$ cat config.mk
export PLATFORM = sky130hd
export DESIGN_NAME = hazard_ctrl_flat
export DESIGN_NICKNAME = d
export VERILOG_FILES = /design/src/rtl/hazard_ctrl_pkg.sv /design/src/rtl/hazard_ctrl_if.sv /design/src/rtl/hazard_ctrl_forward_sel.sv /design/src/rtl/hazard_ctrl.sv /design/src/flat_wrapper.sv
export SDC_FILE = /design/constraint.sdc
export NUM_CORES = 1
export LEC_CHECK = 0
export ABC_AREA = 1
export ABC_CLOCK_PERIOD_IN_PS = 2100
export BUFFER_PORTS_ARGS = -buffer_cell sky130_fd_sc_hd__buf_2
export CORE_MARGIN = 4
export CORE_UTILIZATION = 50
export CTS_CLUSTER_DIAMETER = 30
export DETAILED_ROUTE_END_ITERATION = 12
export PLACE_DENSITY = 0.77
export RECOVER_POWER = 25
export SYNTH_ARGS = -nofsm -noshare
export SYNTH_HDL_FRONTEND = slang
export SYNTH_HIERARCHICAL = 1
export SYNTH_SLANG_ARGS = --single-unit
$ cat constraint.sdc
create_clock -name clk -period 2.1 [get_ports clk]
set_clock_uncertainty 0.1 [all_clocks]
set_input_delay 0.21 -clock clk [delete_from_list [all_inputs] [get_ports clk]]
set_output_delay 0.21 -clock clk [all_outputs]
set_load 0.02 [all_outputs]
$ cat src/rtl/hazard_ctrl_pkg.sv
// Shared encodings for the pipeline hazard controller: forwarding selects,
// EX result-source code for loads, FSM states and a register-match helper.
package hazard_ctrl_pkg;

    typedef enum logic [1:0] {
        FWD_RF  = 2'b00,
        FWD_WB  = 2'b01,
        FWD_MEM = 2'b10
    } fwd_sel_e;

    typedef enum logic {
        HZ_IDLE = 1'b0,
        HZ_BUSY = 1'b1
    } hz_state_e;

    localparam logic [1:0] RESULT_SRC_MEM = 2'b01;
    localparam logic [4:0] REG_ZERO       = 5'd0;

    // x0 is hardwired to zero, so it never produces a dependency.
    function automatic logic reg_hit(input logic [4:0] rd, input logic [4:0] rs);
        return (rd != REG_ZERO) && (rd == rs);
    endfunction

endpackage

$ cat src/rtl/hazard_ctrl_if.sv
// Bundle between the ID/EX/MEM/WB pipeline (master) and the hazard controller (slave).
interface hazard_ctrl_if #(parameter int CNT_W = 16);

    logic [4:0]       Rs1D, Rs2D, Rs1E, Rs2E;
    logic [4:0]       RdE, RdM, RdW;
    logic             RegWriteM, RegWriteW;
    logic [1:0]       ResultSrcE;
    logic             PCSrcE;
    logic             MultiStartE;
    logic             cnt_clr;

    logic [1:0]       ForwardAE, ForwardBE;
    logic             StallF, StallD, StallE;
    logic             FlushD, FlushE;
    logic             BubbleM;
    logic             BusyE;
    logic [CNT_W-1:0] stall_cycles;
    logic [CNT_W-1:0] flush_events;

    modport master (
        output Rs1D, Rs2D, Rs1E, Rs2E, RdE, RdM, RdW,
        output RegWriteM, RegWriteW, ResultSrcE, PCSrcE, MultiStartE, cnt_clr,
        input  ForwardAE, ForwardBE, StallF, StallD, StallE, FlushD, FlushE,
        input  BubbleM, BusyE, stall_cycles, flush_events
    );

    modport slave (
        input  Rs1D, Rs2D, Rs1E, Rs2E, RdE, RdM, RdW,
        input  RegWriteM, RegWriteW, ResultSrcE, PCSrcE, MultiStartE, cnt_clr,
        output ForwardAE, ForwardBE, StallF, StallD, StallE, FlushD, FlushE,
        output BubbleM, BusyE, stall_cycles, flush_events
    );

endinterface

$ cat src/rtl/hazard_ctrl_forward_sel.sv
// EX operand forwarding select for one source register; the younger MEM result
// takes precedence over WB.
module hazard_ctrl_forward_sel
    import hazard_ctrl_pkg::*;
(
    input  logic [4:0] rs,
    input  logic [4:0] rd_m,
    input  logic [4:0] rd_w,
    input  logic       reg_write_m,
    input  logic       reg_write_w,
    output fwd_sel_e   sel
);

    // Priority select MEM > WB > register file
    always_comb begin
        sel = FWD_RF;
        if (reg_write_m && reg_hit(rd_m, rs)) begin
            sel = FWD_MEM;
        end else if (reg_write_w && reg_hit(rd_w, rs)) begin
            sel = FWD_WB;
        end else begin
            sel = FWD_RF;
        end
    end

endmodule

$ cat src/rtl/hazard_ctrl.sv
// Hazard controller for the 5-stage pipeline: forwarding selects, load-use,
// branch and multi-cycle stall/flush generation, plus saturating event counters.
module hazard_ctrl
    import hazard_ctrl_pkg::*;
#(
    parameter int MC_LATENCY = 4,
    parameter int CNT_W      = 16
) (
    input  logic         clk,
    input  logic         rst_n,
    hazard_ctrl_if.slave hz
);

    localparam int MC_CNT_W = (MC_LATENCY > 2) ? $clog2(MC_LATENCY) : 1;

    hz_state_e            state_q, state_d;
    logic [MC_CNT_W-1:0]  cnt_q, cnt_d;
    logic [CNT_W-1:0]     stall_cnt_q, stall_cnt_d;
    logic [CNT_W-1:0]     flush_cnt_q, flush_cnt_d;

    fwd_sel_e             fwd_a_s, fwd_b_s;
    logic                 lw_stall_s;
    logic                 mc_stall_s;
    logic                 stall_f_s, stall_d_s, stall_e_s;
    logic                 flush_d_s, flush_e_s;
    logic                 bubble_m_s, busy_e_s;
    logic [1:0]           fwd_a_out_s, fwd_b_out_s;

    hazard_ctrl_forward_sel u_fwd_a (
        .rs          (hz.Rs1E),
        .rd_m        (hz.RdM),
        .rd_w        (hz.RdW),
        .reg_write_m (hz.RegWriteM),
        .reg_write_w (hz.RegWriteW),
        .sel         (fwd_a_s)
    );

    hazard_ctrl_forward_sel u_fwd_b (
        .rs          (hz.Rs2E),
        .rd_m        (hz.RdM),
        .rd_w        (hz.RdW),
        .reg_write_m (hz.RegWriteM),
        .reg_write_w (hz.RegWriteW),
        .sel         (fwd_b_s)
    );

    assign lw_stall_s = (hz.ResultSrcE == RESULT_SRC_MEM) &&
                        (reg_hit(hz.RdE, hz.Rs1D) || reg_hit(hz.RdE, hz.Rs2D));

    // Multi-cycle occupancy FSM; the start cycle counts as the first of MC_LATENCY
    always_comb begin
        state_d    = state_q;
        cnt_d      = cnt_q;
        mc_stall_s = 1'b0;
        case (state_q)
            HZ_IDLE: begin
                if (hz.MultiStartE) begin
                    mc_stall_s = 1'b1;
                    state_d    = HZ_BUSY;
                    cnt_d      = MC_CNT_W'(MC_LATENCY - 2);
                end else begin
                    state_d    = HZ_IDLE;
                end
            end
            HZ_BUSY: begin
                if (cnt_q != {MC_CNT_W{1'b0}}) begin
                    mc_stall_s = 1'b1;
                    cnt_d      = cnt_q - MC_CNT_W'(1);
                end else begin
                    state_d    = HZ_IDLE;
                end
            end
            default: begin
                state_d = HZ_IDLE;
                cnt_d   = {MC_CNT_W{1'b0}};
            end
        endcase
    end

    // Prioritised stall/flush outputs; everything is forced low while reset is held
    always_comb begin
        stall_f_s   = 1'b0;
        stall_d_s   = 1'b0;
        stall_e_s   = 1'b0;
        flush_d_s   = 1'b0;
        flush_e_s   = 1'b0;
        bubble_m_s  = 1'b0;
        busy_e_s    = 1'b0;
        fwd_a_out_s = FWD_RF;
        fwd_b_out_s = FWD_RF;
        if (!rst_n) begin
            busy_e_s    = 1'b0;
        end else begin
            fwd_a_out_s = fwd_a_s;
            fwd_b_out_s = fwd_b_s;
            busy_e_s    = mc_stall_s || (state_q == HZ_BUSY);
            if (mc_stall_s) begin
                stall_f_s  = 1'b1;
                stall_d_s  = 1'b1;
                stall_e_s  = 1'b1;
                bubble_m_s = 1'b1;
            end else if (hz.PCSrcE) begin
                flush_d_s  = 1'b1;
                flush_e_s  = 1'b1;
            end else if (lw_stall_s) begin
                stall_f_s  = 1'b1;
                stall_d_s  = 1'b1;
                flush_e_s  = 1'b1;
            end else begin
                stall_f_s  = 1'b0;
            end
        end
    end

    // Saturating performance counters; a clear beats a same-cycle increment
    always_comb begin
        stall_cnt_d = stall_cnt_q;
        flush_cnt_d = flush_cnt_q;
        if (hz.cnt_clr) begin
            stall_cnt_d = {CNT_W{1'b0}};
            flush_cnt_d = {CNT_W{1'b0}};
        end else begin
            if (stall_f_s && !(&stall_cnt_q)) begin
                stall_cnt_d = stall_cnt_q + CNT_W'(1);
            end else begin
                stall_cnt_d = stall_cnt_q;
            end
            if (hz.PCSrcE && !(&flush_cnt_q)) begin
                flush_cnt_d = flush_cnt_q + CNT_W'(1);
            end else begin
                flush_cnt_d = flush_cnt_q;
            end
        end
    end

    // State and counter registers
    always_ff @(posedge clk or negedge rst_n) begin
        if (!rst_n) begin
            state_q     <= HZ_IDLE;
            cnt_q       <= {MC_CNT_W{1'b0}};
            stall_cnt_q <= {CNT_W{1'b0}};
            flush_cnt_q <= {CNT_W{1'b0}};
        end else begin
            state_q     <= state_d;
            cnt_q       <= cnt_d;
            stall_cnt_q <= stall_cnt_d;
            flush_cnt_q <= flush_cnt_d;
        end
    end

    assign hz.ForwardAE    = fwd_a_out_s;
    assign hz.ForwardBE    = fwd_b_out_s;
    assign hz.StallF       = stall_f_s;
    assign hz.StallD       = stall_d_s;
    assign hz.StallE       = stall_e_s;
    assign hz.FlushD       = flush_d_s;
    assign hz.FlushE       = flush_e_s;
    assign hz.BubbleM      = bubble_m_s;
    assign hz.BusyE        = busy_e_s;
    assign hz.stall_cycles = stall_cnt_q;
    assign hz.flush_events = flush_cnt_q;

endmodule

$ cat src/flat_wrapper.sv
// flat-port wrapper written by rule: the top's interface ports become plain ports
module hazard_ctrl_flat import hazard_ctrl_pkg::*;
#(
    parameter int MC_LATENCY = 4,
    parameter int CNT_W      = 16
)
  (clk, rst_n, hz_Rs1D, hz_Rs2D, hz_Rs1E, hz_Rs2E, hz_RdE, hz_RdM, hz_RdW, hz_RegWriteM, hz_RegWriteW, hz_ResultSrcE, hz_PCSrcE, hz_MultiStartE, hz_cnt_clr, hz_ForwardAE, hz_ForwardBE, hz_StallF, hz_StallD, hz_StallE, hz_FlushD, hz_FlushE, hz_BubbleM, hz_BusyE, hz_stall_cycles, hz_flush_events);
  hazard_ctrl_if #(.CNT_W(CNT_W)) hz_i ();
  input  logic clk;
  input  logic rst_n;
  input wire logic [$bits(hz_i.Rs1D)-1:0] hz_Rs1D;
  input wire logic [$bits(hz_i.Rs2D)-1:0] hz_Rs2D;
  input wire logic [$bits(hz_i.Rs1E)-1:0] hz_Rs1E;
  input wire logic [$bits(hz_i.Rs2E)-1:0] hz_Rs2E;
  input wire logic [$bits(hz_i.RdE)-1:0] hz_RdE;
  input wire logic [$bits(hz_i.RdM)-1:0] hz_RdM;
  input wire logic [$bits(hz_i.RdW)-1:0] hz_RdW;
  input wire logic [$bits(hz_i.RegWriteM)-1:0] hz_RegWriteM;
  input wire logic [$bits(hz_i.RegWriteW)-1:0] hz_RegWriteW;
  input wire logic [$bits(hz_i.ResultSrcE)-1:0] hz_ResultSrcE;
  input wire logic [$bits(hz_i.PCSrcE)-1:0] hz_PCSrcE;
  input wire logic [$bits(hz_i.MultiStartE)-1:0] hz_MultiStartE;
  input wire logic [$bits(hz_i.cnt_clr)-1:0] hz_cnt_clr;
  output wire logic [$bits(hz_i.ForwardAE)-1:0] hz_ForwardAE;
  output wire logic [$bits(hz_i.ForwardBE)-1:0] hz_ForwardBE;
  output wire logic [$bits(hz_i.StallF)-1:0] hz_StallF;
  output wire logic [$bits(hz_i.StallD)-1:0] hz_StallD;
  output wire logic [$bits(hz_i.StallE)-1:0] hz_StallE;
  output wire logic [$bits(hz_i.FlushD)-1:0] hz_FlushD;
  output wire logic [$bits(hz_i.FlushE)-1:0] hz_FlushE;
  output wire logic [$bits(hz_i.BubbleM)-1:0] hz_BubbleM;
  output wire logic [$bits(hz_i.BusyE)-1:0] hz_BusyE;
  output wire logic [$bits(hz_i.stall_cycles)-1:0] hz_stall_cycles;
  output wire logic [$bits(hz_i.flush_events)-1:0] hz_flush_events;
  assign hz_i.Rs1D = hz_Rs1D;
  assign hz_i.Rs2D = hz_Rs2D;
  assign hz_i.Rs1E = hz_Rs1E;
  assign hz_i.Rs2E = hz_Rs2E;
  assign hz_i.RdE = hz_RdE;
  assign hz_i.RdM = hz_RdM;
  assign hz_i.RdW = hz_RdW;
  assign hz_i.RegWriteM = hz_RegWriteM;
  assign hz_i.RegWriteW = hz_RegWriteW;
  assign hz_i.ResultSrcE = hz_ResultSrcE;
  assign hz_i.PCSrcE = hz_PCSrcE;
  assign hz_i.MultiStartE = hz_MultiStartE;
  assign hz_i.cnt_clr = hz_cnt_clr;
  assign hz_ForwardAE = hz_i.ForwardAE;
  assign hz_ForwardBE = hz_i.ForwardBE;
  assign hz_StallF = hz_i.StallF;
  assign hz_StallD = hz_i.StallD;
  assign hz_StallE = hz_i.StallE;
  assign hz_FlushD = hz_i.FlushD;
  assign hz_FlushE = hz_i.FlushE;
  assign hz_BubbleM = hz_i.BubbleM;
  assign hz_BusyE = hz_i.BusyE;
  assign hz_stall_cycles = hz_i.stall_cycles;
  assign hz_flush_events = hz_i.flush_events;
  hazard_ctrl #(.MC_LATENCY(MC_LATENCY), .CNT_W(CNT_W)) u_core (.clk(clk), .rst_n(rst_n), .hz(hz_i));
endmodule
==> parameters.txt <==
Parameter                              Value

Global routing
  Global-route wire length before repair    ~13 mm
  Total Routing Usage GR    between 20% and 30%
  Maximum number of pins on one net before global-route repair    40
  Global route total overflow    0
  Number of global-route vias before repair    between 2000 and 3000
  Number of antenna violations at the first check in global routing    0

Cells and area
  Number of fill cells in the layout    between 500 and 600
  Final core occ    between 60% and 70%
  Total inserted antenna cells    0
  Storage cell area    around 880 sq um
  Fraction of layout cells with a size suffix above 1    between 20% and 30%
  Area of the multi-input gates    1660 sq um
  Net count of the finished layout    between 600 and 700
  Synth-to-Final Area Change    24.4%

Clocking
  H-tree depth reported by CTS    2
  Clock slew at the register clock pins of the worst setup and hold paths    approximately 70 ps
  Buffer depth of the longest clock path    2
  Cell chosen for the clock root    sky130_fd_sc_hd__clkbuf_8
  Num CTS Buffers    5
  CTS tree    built
  Number of clock sinks    35
  Clock latency on the worst-skew pair    a little under 300 ps

Yosys
  Post-synthesis instance area    about 2900 sq um
  Synth Instances    between 400 and 500
  Mean cell area of the mapped netlist    roughly 6.2 sq um
  Area share of and/or/nand/nor cells after synthesis    42.0%
  Yosys warns    6
  Xor-xnor portion of the synthesized cell area    6.99%
  Adder-cell area share of the yosys netlist    1.30%
  Fraction of the mapped netlist area in compound gates    ~6.0%
  Syn Nets    about 500
  Register area share after synthesis    between 30% and 40%
  Distinct cell type count after synthesis    28
  Multiplexer share of the synthesized area    0%
  Combinational family with the most area after synthesis    simple AND/OR/NAND/NOR gates
  Register bit total from synthesis    35

Worst setup path
  Slowest cell on the critical path    sky130_fd_sc_hd__dfrtp_1
  CP Buf/Inv Count    1
  List of cells traversed by the critical path    ha_2 -> nand2_2 -> nor2_4 -> nand2_2 -> nor2_4 -> nand3_1 -> nor2_2 -> nand3_4 -> buf_4 -> nand4_1 -> nand2_1
  Critical path class    reg -> reg
  Worst Setup End Kind    flip-flop
  CP Data Arrival Time    about 2100 ps
  Source of the critical timing path    u_core/hz.stall_cycles[0]$_DFFE_PN0P_
  Worst reg-to-reg setup slack    a little under 100 ps
  Reg-to-reg startpoint    u_core/hz.stall_cycles[0]$_DFFE_PN0P_
  Maximum single-stage delay on the critical path    roughly 410 ps
  Critical Path Fanout Max    8
  Required time at the worst-slack endpoint    ~2200 ps
  Launching element type of the critical path    flip-flop
  Top Family by Delay on Critical Path    simple AND/OR/NAND/NOR gates

Place
  DP Wirelength    5.67 mm
  Worst setup slack before clock tree synthesis    approximately 54 ps
  Weighted congestion reported at the end of routability-driven placement    0.918
  Port buffer count    86

Min path
  Worst hold path startpoint    hz_cnt_clr
  Worst hold path class    in -> reg

Timing
  Setup repair after global routing missed its margin    true
  Period utilisation layout    roughly 95%
  Final setup margin    a little under 100 ps
  Final number of max-transition violations    0
  Hold violation count in the final report    0
  Final Setup Violations    0
  Period minus WS final    between 2000 and 2500 ps
  Slew HR    a little under three quarters
  Worst Max-Slew Pin Slew    roughly 430 ps
  Max Clk Rate    around 500 MHz

Floorplanning
  Overall die height    around 84 microns
  Floorplan Core Area    ~5500 sq um
  Die Footprint    between 7000 and 8000 sq um
  Row count    27
  Starting utilization of the core area    between 50% and 60%
  Die boundary width    around 84 microns
  I/O pin count    87

Power and ir drop
  Worst vdd rail ir drop    approximately 0.39 mV
  Leakage power summed over all cells    between 0.002 and 0.0025 uW
  Areal power density over the cells    roughly 530 nW/um^2

Routing
  Drt first pass iters    5
  Remaining antenna violation count after routing    0
  Post-DR wirelength/cell    between 10 and 15 microns
  Number of vias in the routed layout    3184
  Number of DRC markers in iteration 0    about 170
  Routed wire length    between 7 and 8 mm
  Drc violations    0
  Detailed-route vias per instance    roughly 5.1

Run
  # Max-Cap Violations    0

Run status
  Run status    complete, no violations
kinds of logic after synthesis:
logic type,Yosys count
compound gates,31
xor+xnor,23
fa+ha+maj,3
buf+inv,96
flops,35
simple gates,273
sequential cells by signal, indices dropped and copies added, names as in the netlist:
| signal | cells |
|---|---|
| u_core/hz.flush_events | 16 |
| u_core/hz.stall_cycles | 16 |
| u_core/cnt_q | 2 |
| u_core/state_q | 1 |
metrics by stage:
step           hold WS (ps)  instances  power [uW]  TNS, ps  instance area, sq um
3_3_place_gp            254        615        1350        0                  3400
2_1_floorplan          -186        461        1190        0                  2890
5_1_grt                 114        629        2020     -389                  3580
3_5_place_dp            248        615        1370        0                  3400
4_1_cts                97.7        622        1860        0                  3500
6_report               99.9        629        1890        0                  3580
cells in the final DEF, fill, tap and decap left out, types with 2 or more instances in the layout:
cell / n
sky130_fd_sc_hd__buf_2: 83
sky130_fd_sc_hd__clkinv_1: 2
sky130_fd_sc_hd__nand4_1: 22
sky130_fd_sc_hd__buf_4: 15
sky130_fd_sc_hd__inv_2: 10
sky130_fd_sc_hd__nor2_1: 49
sky130_fd_sc_hd__nor2_2: 3
sky130_fd_sc_hd__nor2_4: 4
sky130_fd_sc_hd__nand2_1: 128
sky130_fd_sc_hd__xor2_1: 20
sky130_fd_sc_hd__ha_1: 2
sky130_fd_sc_hd__clkbuf_1: 2
sky130_fd_sc_hd__nor3_1: 9
sky130_fd_sc_hd__inv_1: 72
sky130_fd_sc_hd__o21ai_0: 4
sky130_fd_sc_hd__clkbuf_8: 5
sky130_fd_sc_hd__o21ai_1: 12
sky130_fd_sc_hd__buf_6: 2
sky130_fd_sc_hd__o31ai_1: 4
sky130_fd_sc_hd__nand2_2: 4
sky130_fd_sc_hd__dfrtp_1: 35
sky130_fd_sc_hd__nand3_1: 51
sky130_fd_sc_hd__nand2_8: 2
sky130_fd_sc_hd__xnor2_1: 3
sky130_fd_sc_hd__a21oi_1: 7
sky130_fd_sc_hd__o22ai_1: 2
synthesized netlist by cell type:
| cell type | number | share of area, % |
|---|---|---|
| sky130_fd_sc_hd__o22ai_1 | 2 | 0.43 |
| sky130_fd_sc_hd__o31ai_1 | 4 | 1.0 |
| sky130_fd_sc_hd__xor2_1 | 20 | 6.1 |
| sky130_fd_sc_hd__nand3_1 | 51 | 8.9 |
| sky130_fd_sc_hd__xnor2_1 | 3 | 0.91 |
| sky130_fd_sc_hd__inv_1 | 72 | 9.4 |
| sky130_fd_sc_hd__ha_1 | 3 | 1.3 |
| sky130_fd_sc_hd__o21ai_0 | 4 | 0.70 |
| sky130_fd_sc_hd__nor3_1 | 9 | 1.6 |
| sky130_fd_sc_hd__o21ai_1 | 12 | 2.1 |
| sky130_fd_sc_hd__buf_6 | 1 | 0.39 |
| sky130_fd_sc_hd__nand4_1 | 22 | 4.8 |
| sky130_fd_sc_hd__nand3_4 | 1 | 0.61 |
| sky130_fd_sc_hd__dfrtp_1 | 35 | 30 |
| sky130_fd_sc_hd__buf_2 | 6 | 1.0 |
| sky130_fd_sc_hd__nand2_4 | 1 | 0.39 |
| sky130_fd_sc_hd__a21oi_1 | 7 | 1.2 |
| sky130_fd_sc_hd__o21ai_2 | 1 | 0.30 |
| sky130_fd_sc_hd__a22oi_1 | 1 | 0.26 |
| sky130_fd_sc_hd__nor2_1 | 50 | 6.5 |
| sky130_fd_sc_hd__clkbuf_1 | 3 | 0.39 |
| sky130_fd_sc_hd__nor2_2 | 4 | 0.87 |
| sky130_fd_sc_hd__buf_4 | 2 | 0.52 |
| sky130_fd_sc_hd__nand2_1 | 130 | 17 |
| sky130_fd_sc_hd__clkinv_1 | 2 | 0.26 |
| sky130_fd_sc_hd__nand2_2 | 3 | 0.65 |
| sky130_fd_sc_hd__nor2_4 | 2 | 0.78 |
| sky130_fd_sc_hd__inv_2 | 10 | 1.3 |
worst paths after layout:
kind	cells after the start	endpoint
worst max register to register	11	u_core/hz.stall_cycles[9]$_DFFE_PN0P_
worst min register to register	1	u_core/state_q$_DFF_PN0_
min in group asynchronous	3	u_core/hz.stall_cycles[3]$_DFFE_PN0P_
worst min-delay path	2	u_core/hz.flush_events[0]$_DFFE_PN0P_
max in group asynchronous	3	u_core/hz.flush_events[14]$_DFFE_PN0P_
worst max-delay path	11	u_core/hz.stall_cycles[9]$_DFFE_PN0P_
repair_timing:
action	in CTS	in global routing
hold buffers	1	0
setup endpoints to repair	2	18
pin swaps	0	4
hold endpoints to repair	35	0
buffers inserted	0	7
gates resized for setup	5	7
layer usage:
metal  share of wire, %  GRT usage (%)  up-vias  wire length, microns
met5                  0              0        -                     0
met4               0.95           7.02        0                    72
met3                5.5           3.75        8                   418
met2                 50           36.7       86                  3800
met1                 43           27.2     1453                  3260
li1                   -              -     1637                     -
final cells by class:
type / count / share of cell area, %
tap: 72 / 2.51
sequential: 35 / 24.4
timing repair buffer: 102 / 15.8
inverter: 84 / 8.80
clock buffer: 6 / 2.03
multi-input combinational: 330 / 46.5
worst reg2reg max path: stages, from the launching register on:
cell and delay [ps]:
sky130_fd_sc_hd__dfrtp_1 410, sky130_fd_sc_hd__ha_2 220, sky130_fd_sc_hd__nand2_2 80, sky130_fd_sc_hd__nor2_4 140, sky130_fd_sc_hd__nand2_2 70, sky130_fd_sc_hd__nor2_4 100, sky130_fd_sc_hd__nand3_1 90, sky130_fd_sc_hd__nor2_2 170
sky130_fd_sc_hd__nand3_4 170, sky130_fd_sc_hd__buf_4 200, sky130_fd_sc_hd__nand4_1 90, sky130_fd_sc_hd__nand2_1 60
report_power, final:
part           internal (uW)  leakage (uW)  total, uW  switching, uW
registers                720      0.000479        749           29.5
logic                    246       0.00162        685            439
clock network            221     0.0000371        451            230
total                   1190       0.00214       1890            698
(Power assumes the default switching activity.)
